$ cat src/rtl/ex_stage_pkg.sv
// Shared widths, op codes and divider state encoding for the execute stage.
package ex_stage_pkg;

  localparam int DATA_W   = 32;
  localparam int REG_W    = 5;
  localparam int OP_W     = 5;
  localparam int BYPASS_W = DATA_W + REG_W + 1;

  localparam logic [OP_W-1:0] OP_ADD     = 5'd0;
  localparam logic [OP_W-1:0] OP_SUB     = 5'd1;
  localparam logic [OP_W-1:0] OP_SLT     = 5'd2;
  localparam logic [OP_W-1:0] OP_SLTU    = 5'd3;
  localparam logic [OP_W-1:0] OP_AND     = 5'd4;
  localparam logic [OP_W-1:0] OP_OR      = 5'd5;
  localparam logic [OP_W-1:0] OP_NOR     = 5'd6;
  localparam logic [OP_W-1:0] OP_XOR     = 5'd7;
  localparam logic [OP_W-1:0] OP_SLL     = 5'd8;
  localparam logic [OP_W-1:0] OP_SRL     = 5'd9;
  localparam logic [OP_W-1:0] OP_SRA     = 5'd10;
  localparam logic [OP_W-1:0] OP_LU12I   = 5'd11;
  localparam logic [OP_W-1:0] OP_MUL_W   = 5'd12;
  localparam logic [OP_W-1:0] OP_MULH_W  = 5'd13;
  localparam logic [OP_W-1:0] OP_MULH_WU = 5'd14;
  localparam logic [OP_W-1:0] OP_DIV_W   = 5'd15;
  localparam logic [OP_W-1:0] OP_MOD_W   = 5'd16;
  localparam logic [OP_W-1:0] OP_DIV_WU  = 5'd17;
  localparam logic [OP_W-1:0] OP_MOD_WU  = 5'd18;

  typedef enum logic [1:0] {
    DIV_IDLE,
    DIV_BUSY,
    DIV_DONE
  } div_state_e;

  function automatic logic is_div_op(input logic [OP_W-1:0] op);
    return (op >= OP_DIV_W) && (op <= OP_MOD_WU);
  endfunction

endpackage

$ cat src/rtl/ex_stage_div.sv
// Iterative radix-2 restoring divider: operands are made positive on start,
// one quotient bit per cycle, signs restored when the FSM sits in DONE.
module ex_div
  import ex_stage_pkg::*;
#(
  parameter int DIV_ITERS = 32
) (
  input  logic              clk,
  input  logic              reset,
  input  logic              flush,
  input  logic              start,
  input  logic              signed_op,
  input  logic [DATA_W-1:0] src1,
  input  logic [DATA_W-1:0] src2,
  output logic              done,
  output logic [DATA_W-1:0] quotient,
  output logic [DATA_W-1:0] remainder,
  output logic              busy,
  input  logic              ack
);

  localparam int CNT_W = $clog2(DIV_ITERS);
  localparam logic [CNT_W-1:0] LAST = CNT_W'(DIV_ITERS - 1);

  div_state_e state, state_next;
  logic [CNT_W-1:0]  count;
  logic [DATA_W-1:0] q_reg, r_reg, dvs;
  logic              sign1, sign2, div_zero;
  logic [DATA_W:0]   shifted, diff;
  logic              qbit;
  logic              s1_neg, s2_neg;

  assign s1_neg = signed_op & src1[DATA_W-1];
  assign s2_neg = signed_op & src2[DATA_W-1];

  // Partial remainder stays below the divisor, so 33 bits hold the trial subtract.
  assign shifted = {r_reg, q_reg[DATA_W-1]};
  assign diff    = shifted - {1'b0, dvs};
  assign qbit    = ~diff[DATA_W];

  always_comb begin
    state_next = state;
    case (state)
      DIV_IDLE: if (start) state_next = DIV_BUSY;
      DIV_BUSY: if (count == LAST) state_next = DIV_DONE;
      DIV_DONE: if (ack) state_next = DIV_IDLE;
      default:  state_next = DIV_IDLE;
    endcase
    if (flush) state_next = DIV_IDLE;
  end

  always_ff @(posedge clk) begin
    if (reset) begin
      state    <= DIV_IDLE;
      count    <= '0;
      q_reg    <= '0;
      r_reg    <= '0;
      dvs      <= '0;
      sign1    <= 1'b0;
      sign2    <= 1'b0;
      div_zero <= 1'b0;
    end else begin
      state <= state_next;
      if (flush) begin
        count <= '0;
      end else if (state == DIV_IDLE && start) begin
        count    <= '0;
        q_reg    <= s1_neg ? (~src1 + 32'd1) : src1;
        dvs      <= s2_neg ? (~src2 + 32'd1) : src2;
        r_reg    <= '0;
        sign1    <= s1_neg;
        sign2    <= s2_neg;
        div_zero <= (src2 == '0);
      end else if (state == DIV_BUSY) begin
        count <= count + CNT_W'(1);
        q_reg <= {q_reg[DATA_W-2:0], qbit};
        r_reg <= qbit ? diff[DATA_W-1:0] : shifted[DATA_W-1:0];
      end
    end
  end

  // A zero divisor leaves the dividend magnitude in r_reg; only the quotient needs forcing.
  assign quotient  = div_zero ? '1 : ((sign1 ^ sign2) ? (~q_reg + 32'd1) : q_reg);
  assign remainder = sign1 ? (~r_reg + 32'd1) : r_reg;
  assign done      = (state == DIV_DONE);
  assign busy      = (state != DIV_IDLE);

endmodule

$ cat src/rtl/ex_stage.sv
// Execute stage: single-cycle ALU/multiply, iterative divide, registered
// result toward MEM under valid/ready, killed by exception or ERTN flush.
module ex_stage
  import ex_stage_pkg::*;
#(
  parameter int DIV_ITERS = 32
) (
  input  logic                clk,
  input  logic                reset,
  input  logic                excp_flush,
  input  logic                ertn_flush,
  input  logic                left_valid,
  output logic                left_ready,
  output logic                right_valid,
  input  logic                right_ready,
  output logic                is_fire,
  input  logic [OP_W-1:0]     in_op,
  input  logic [DATA_W-1:0]   in_src1,
  input  logic [DATA_W-1:0]   in_src2,
  input  logic [DATA_W-1:0]   in_pc,
  input  logic [REG_W-1:0]    in_wreg_index,
  input  logic                in_wreg_en,
  output logic [DATA_W-1:0]   out_result,
  output logic [DATA_W-1:0]   out_pc,
  output logic [REG_W-1:0]    out_wreg_index,
  output logic                out_wreg_en,
  output logic [BYPASS_W-1:0] ex_bypass,
  output logic                div_busy
);

  logic              flush, is_div, result_ready, signed_div;
  logic              div_done;
  logic [DATA_W-1:0] div_quotient, div_remainder;
  logic [DATA_W-1:0] result, mulh_s;
  logic [63:0]       prod_u;
  logic [4:0]        sh;

  assign flush      = excp_flush | ertn_flush;
  assign is_div     = is_div_op(in_op);
  assign signed_div = (in_op == OP_DIV_W) || (in_op == OP_MOD_W);
  assign sh         = in_src2[4:0];

  // One unsigned multiplier; the signed high word is corrected from it.
  assign prod_u = {32'd0, in_src1} * {32'd0, in_src2};
  assign mulh_s = prod_u[63:32] - (in_src1[31] ? in_src2 : 32'd0)
                                - (in_src2[31] ? in_src1 : 32'd0);

  always_comb begin
    result = '0;
    case (in_op)
      OP_ADD:     result = in_src1 + in_src2;
      OP_SUB:     result = in_src1 - in_src2;
      OP_SLT:     result = {31'd0, $signed(in_src1) < $signed(in_src2)};
      OP_SLTU:    result = {31'd0, in_src1 < in_src2};
      OP_AND:     result = in_src1 & in_src2;
      OP_OR:      result = in_src1 | in_src2;
      OP_NOR:     result = ~(in_src1 | in_src2);
      OP_XOR:     result = in_src1 ^ in_src2;
      OP_SLL:     result = in_src1 << sh;
      OP_SRL:     result = in_src1 >> sh;
      OP_SRA:     result = $signed(in_src1) >>> sh;
      OP_LU12I:   result = in_src2;
      OP_MUL_W:   result = prod_u[31:0];
      OP_MULH_W:  result = mulh_s;
      OP_MULH_WU: result = prod_u[63:32];
      OP_DIV_W, OP_DIV_WU: result = div_quotient;
      OP_MOD_W, OP_MOD_WU: result = div_remainder;
      default:    result = '0;
    endcase
  end

  ex_div #(.DIV_ITERS(DIV_ITERS)) u_div (
    .clk       (clk),
    .reset     (reset),
    .flush     (flush),
    .start     (left_valid & is_div),
    .signed_op (signed_div),
    .src1      (in_src1),
    .src2      (in_src2),
    .done      (div_done),
    .quotient  (div_quotient),
    .remainder (div_remainder),
    .busy      (div_busy),
    .ack       (is_fire)
  );

  assign result_ready = ~is_div | div_done;
  assign is_fire      = left_valid & result_ready & right_ready & ~flush;
  assign left_ready   = (result_ready & right_ready) | ~left_valid;
  assign ex_bypass    = {result, in_wreg_index, in_wreg_en & left_valid & result_ready};

  always_ff @(posedge clk) begin
    if (reset) begin
      right_valid    <= 1'b0;
      out_result     <= '0;
      out_pc         <= '0;
      out_wreg_index <= '0;
      out_wreg_en    <= 1'b0;
    end else if (flush) begin
      right_valid <= 1'b0;
    end else if (is_fire) begin
      right_valid    <= 1'b1;
      out_result     <= result;
      out_pc         <= in_pc;
      out_wreg_index <= in_wreg_index;
      out_wreg_en    <= in_wreg_en;
    end else if (right_ready) begin
      right_valid <= 1'b0;
    end
  end

endmodule
$ cat config.mk
export PLATFORM = sky130hd
export DESIGN_NAME = ex_stage
export DESIGN_NICKNAME = d
export VERILOG_FILES = /design/src/rtl/ex_stage_pkg.sv /design/src/rtl/ex_stage_div.sv /design/src/rtl/ex_stage.sv
export SDC_FILE = /design/constraint.sdc
export NUM_CORES = 2
export LEC_CHECK = 0
export ABC_AREA = 1
export CORE_MARGIN = 4
export CORE_UTILIZATION = 51
export DETAILED_ROUTE_END_ITERATION = 12
export PLACE_DENSITY = 0.75
export RECOVER_POWER = 100
export SYNTH_ARGS = -nofsm -noshare
export SYNTH_HDL_FRONTEND = slang
export SYNTH_HIERARCHICAL = 1
export SYNTH_SLANG_ARGS = --single-unit
$ cat constraint.sdc
create_clock -name clk -period 22.3 [get_ports clk]
set_input_delay 6.69 -clock clk [delete_from_list [all_inputs] [get_ports clk]]
set_output_delay 6.69 -clock clk [all_outputs]
set_load 0.05 [all_outputs]
==> flow_summary_export.csv, run 1 <==
group,metric,value,unit
logic_synthesis,synth_top_family_by_area,"adder cells",
logic_synthesis,synth.avg_cell_area,6.65,sq um
logic_synthesis,synth-xor-area-share,1.57,%
logic_synthesis,syn-num-nets,10594,
logic_synthesis,synth_compound_area_share,12.4,%
placement,hpwl,259000,um
clock_tree,root_buffer,"clkbuf_16",
run_status,stop_stage,"5_1_grt",
floorplanning,ios,225,
placement,port_buffers,224,
clock_tree,htree_num_levels,4,
floorplanning,row_count,126,
logic_synthesis,yosysMostFrequentCell,"nand2_1",
logic_synthesis,ys.warnings.count,6,
logic_synthesis,synth_area,60700,sq um
clock_tree,clock_path_buffers,2,
logic_synthesis,synth_area_leader_cell,"fa_1",
logic_synthesis,synthTopCellsByCount,"nand2_1 (2,269), inv_1 (2,208), fa_1 (929)",
clock_tree,clock-sinks,177,
global_route,grt-ovfl-total,38,
run_status,status,"aborted with a tool error",
placement,post-place-cells,11415,
floorplanning,dieWidth,353,um
placement,gp_congestion,1.14,
logic_synthesis,async_flop_share,0,%
logic_synthesis,yosysSeqAreaShare,5.84,%
logic_synthesis,synthMuxAreaShare,0.115,%
floorplanning,dieHeight,353,um
global_route,grt_max_degree,83,
logic_synthesis,synth_fa_ha_area_share,39.6,%
logic_synthesis,ys_ff_latch,177,
logic_synthesis,synth_top_cells_by_area,"fa_1 (31%), nand2_1 (14%), inv_1 (14%), ha_1 (8.9%), dfxtp_1 (5.8%)",
sta,grt-worst-endpoint,"ex_bypass[30]",
run_status,tool.error,"[ERROR GRT-0232] Routing congestion too high. Check the congestion heatmap in the GUI.",
logic_synthesis,synthSimpleGateAreaFrac,23.8,%
clock_tree,cts_made_buffers,17,
clock_tree,cts_hold_buf,0,
logic_synthesis,synthFlopType,"dfxtp_1",
logic_synthesis,syn_inst,9120,
logic_synthesis,synth_top_area_share,30.6,%
floorplanning,initial_core_util,51.4,%
sta,worstEndpointType,"primary output",
logic_synthesis,synth-edff-count,0,
logic_synthesis,netlist-cell-type-count,73,
global_route,grt_usage,59.1,%
==> metal layers <==
metal  track usage [%]  overflow
met1              66.6         3
met5              13.2         0
met4              52.6        19
met2              77.4        15
met3              33.7         1
==> stage by stage <==
stage | utilization (%) | worst slack [ns] | area [sq um]
after global placement | 59.9 | -1.13 | 70700
after detailed placement | 59.9 | -1.19 | 70700
after floorplan | - | 0.0808 | 60700
after CTS | 62.9 | -0.112 | 74300
==> cell families after synthesis <==
family | Yosys count
muxes | 7
buffers and inverters | 2660
adders and majority gates | 1361
DFF | 177
AOI/OAI and AO/OA | 1311
xor gates and xnor gates | 109
and+or+nand+nor | 3495
==> timing repair <==
| item | 4_1_cts |
|---|---|
| pin swaps | 168 |
| gates resized for setup | 557 |
| setup endpoints to repair | 31 |
| gates cloned | 9 |
| buffers inserted | 70 |
==> inputs of run 2 (changes only) <==
Settings changed: CORE_UTILIZATION 51 to 36, PLACE_DENSITY 0.75 to not set, PLACE_DENSITY_LB_ADDON set to 0.15.
Clock period 22.3 ns to 29 ns, I/O delays scaled along.
==> run 2 against run 1 <==
The flow now finishes, with violations (max-capacitance violations, max-slew violations). Area after synthesis did not move. Synthesized cell count did not move.
==> flow_summary_export.csv, run 2 <==
group,metric,value,unit
run_status,status,"finished, violations left",
run_status,failed_checks,"max-capacitance violations, max-slew violations",
run,maxCapViolations,7,
setup_path,end_kind,"output port",
sta,final.setup.tns,0,ns
logic_synthesis,synthTopCellsByCount,"nand2_1 (2,269), inv_1 (2,208), fa_1 (929)",
min_path,hold_class,"reg2reg",
logic_synthesis,synth-edff-count,0,
logic_synthesis,netlist-cell-type-count,73,
cells_and_area,fillerInstances,18195,
cells_and_area,area_growth,8.93,%
floorplanning,dieHeight,419,um
sta,hold_viol_final,0,
sta,worst_slew_pin_slew,3.33,ns
routing,wl_per_cell,27.4,um
clock_tree,root_buffer,"clkbuf_16",
sta,slew_headroom,-122,%
cells_and_area,final_common_cell,"nand2_1",
global_route,grt_usage,35.4,%
clock_tree,cts_setup_buffers,0,
floorplanning,dieWidth,419,um
logic_synthesis,synth_top_cells_by_area,"fa_1 (31%), nand2_1 (14%), inv_1 (14%), ha_1 (8.9%), dfxtp_1 (5.8%)",
logic_synthesis,synth_area,60700,sq um
floorplanning,row_count,150,
logic_synthesis,syn-num-nets,10594,
global_route,first_global_vias,60845,
logic_synthesis,synth_area_leader_cell,"fa_1",
placement,port_buffers,224,
sta,fin_crit,28.85,ns
floorplanning,core_area,167000,sq um
floorplanning,ios,225,
sta,slew_viol_final,336,
sta,setup-violations-final,0,
clock_tree,worstSkewPairLatency,0.49,ns
global_route,grt_pass1_wl,444000,um
sta,fmax,34.7,MHz
cells_and_area,nets,10677,
placement,hpwl,264000,um
setup_path,critPathLaunchType,"input pin",
routing,drc,0,
sta,final.setup_skew,0.0214,ns
clock_tree,cts_tree,"yes",
routing,ant_nets,0,
logic_synthesis,synthFlopType,"dfxtp_1",
cells_and_area,design_area,66100,sq um
setup_path,cpLargestDelayFamily,"adder cells",
routing,drt_iter0_markers,5917,
clock_tree,clock-sinks,177,
cells_and_area,final_cell_mix,"nand2_1 (2,271), inv_1 (2,207), fa_1 (929), nor2_1 (569), a21oi_1 (447)",
cells_and_area,drive_above_1_share,5.64,%
setup_path,critPathMostFrequentCell,"fa_1",
clock_tree,htree_num_levels,4,
setup_path,critPathBufInv,9,
setup_path,required,20.30,ns
logic_synthesis,synth.avg_cell_area,6.65,sq um
placement,gp_congestion,1.04,
logic_synthesis,syn_inst,9120,
floorplanning,die-area,175000,sq um
placement,placed_area,65700,sq um
logic_synthesis,yosysSeqAreaShare,5.84,%
setup_path,slowest_delay,0.59,ns
clock_tree,clk_pin_slew,0.07,ns
logic_synthesis,async_flop_share,0,%
logic_synthesis,ys.warnings.count,6,
routing,wirelength,313000,um
setup_path,cp_data_arrival_time,20.15,ns
setup_path,crit_fanout,14,
setup_path,cp_slowest_cell,"buf_2",
sta,rsz0062_at_grt,"false",
global_route,grt_antenna_before_repair,27,
logic_synthesis,yosysMostFrequentCell,"nand2_1",
setup_path,worst-setup-path-type,"in2out",
routing,viasPerCell,5.30,
routing,drt_pass1_iterations,6,
setup_path,ff2ff_setup_slack,22.07,ns
floorplanning,initial_core_util,36.3,%
clock_tree,cts_made_buffers,17,
sta,finalCritPeriodShare,99.5,%
routing,vias,60580,
global_route,grt-ovfl-total,0,
logic_synthesis,ys_ff_latch,177,
clock_tree,clock_path_buffers,2,
logic_synthesis,synth_top_area_share,30.6,%
global_route,grt_max_degree,73,
==> run 2: cell counts after synthesis <==
No cell type changed its count.
==> run 2: cells by family after synthesis <==
logic type,count (synthesis),synth area share (%)
buf+inv,2660,16.8
compound gates,1311,12.4
simple gates,3495,23.8
fa+ha+maj,1361,39.6
flops,177,5.84
xor+xnor,109,1.57
mux,7,0.115
==> run 2: final cells by class <==
class	instances	area, sq um	share of cell area [%]
multi-input combinational	6283	47000	71.1
inverter	2245	8430	12.7
timing repair buffer	479	3800	5.75
sequential	177	3540	5.36
tap	2204	2760	4.17
clock buffer	19	433	0.655
clock inverter	12	125	0.189
antenna	10	25.0	0.0379
==> run 2: path summary, 6_finish.rpt <==
| path | from | end | cells past startpoint |
|---|---|---|---|
| worst min register to register | u_div/dvs[31] | u_div/dvs[31] | 2 |
| worst max-delay path | in_src1[12] | ex_bypass[14] | 35 |
| worst min-delay path | u_div/dvs[31] | u_div/dvs[31] | 2 |
| worst max register to register | u_div/state[1] | out_result[7] | 10 |
==> run 2: stage by stage <==
stage	std cells	util, %	hold slack [ns]	worst slack, ns
6_report	11429	39.5	0.476	0.146
5_1_grt	11422	39.5	0.504	0.0102
4_1_cts	11419	39.6	0.479	0.00724
3_5_place_dp	11388	39.3	0.467	-0.0808
3_3_place_gp	11388	39.3	0.455	-0.152
2_1_floorplan	9120	-	0.445	2.46
==> run 2: timing repair <==
action,in CTS,in global routing
endpoints found under the setup margin,2,15
gates resized for setup,1,13
hold buffers,0,0
==> run 2: layer usage <==
layer / wire, um / vias to the layer above / global-route usage [%] / part of all wire, %
li1: - / 27642 / - / -
met1: 130000 / 30002 / 46.4 / 42
met2: 142000 / 2441 / 57.7 / 46
met3: 21300 / 483 / 4.74 / 6.8
met4: 18900 / 12 / 16.8 / 6.0
met5: 74 / - / 0 / 0.024
==> run 2: worst register-to-register path: stages, from the launching register on <==
cell and delay [ns]:
dfxtp_1 0.37, inv_1 0.05, nor2_1 0.19, a21oi_1 0.09, or2_0 0.25, nor3_1 0.37
clkbuf_1 0.87, clkbuf_1 1.99, inv_1 2.04, o21bai_1 0.51, inv_1 0.07
Power of run 2 is not shown: default switching activity piles up to over one toggle a cycle in this logic, so the estimate is an artifact.
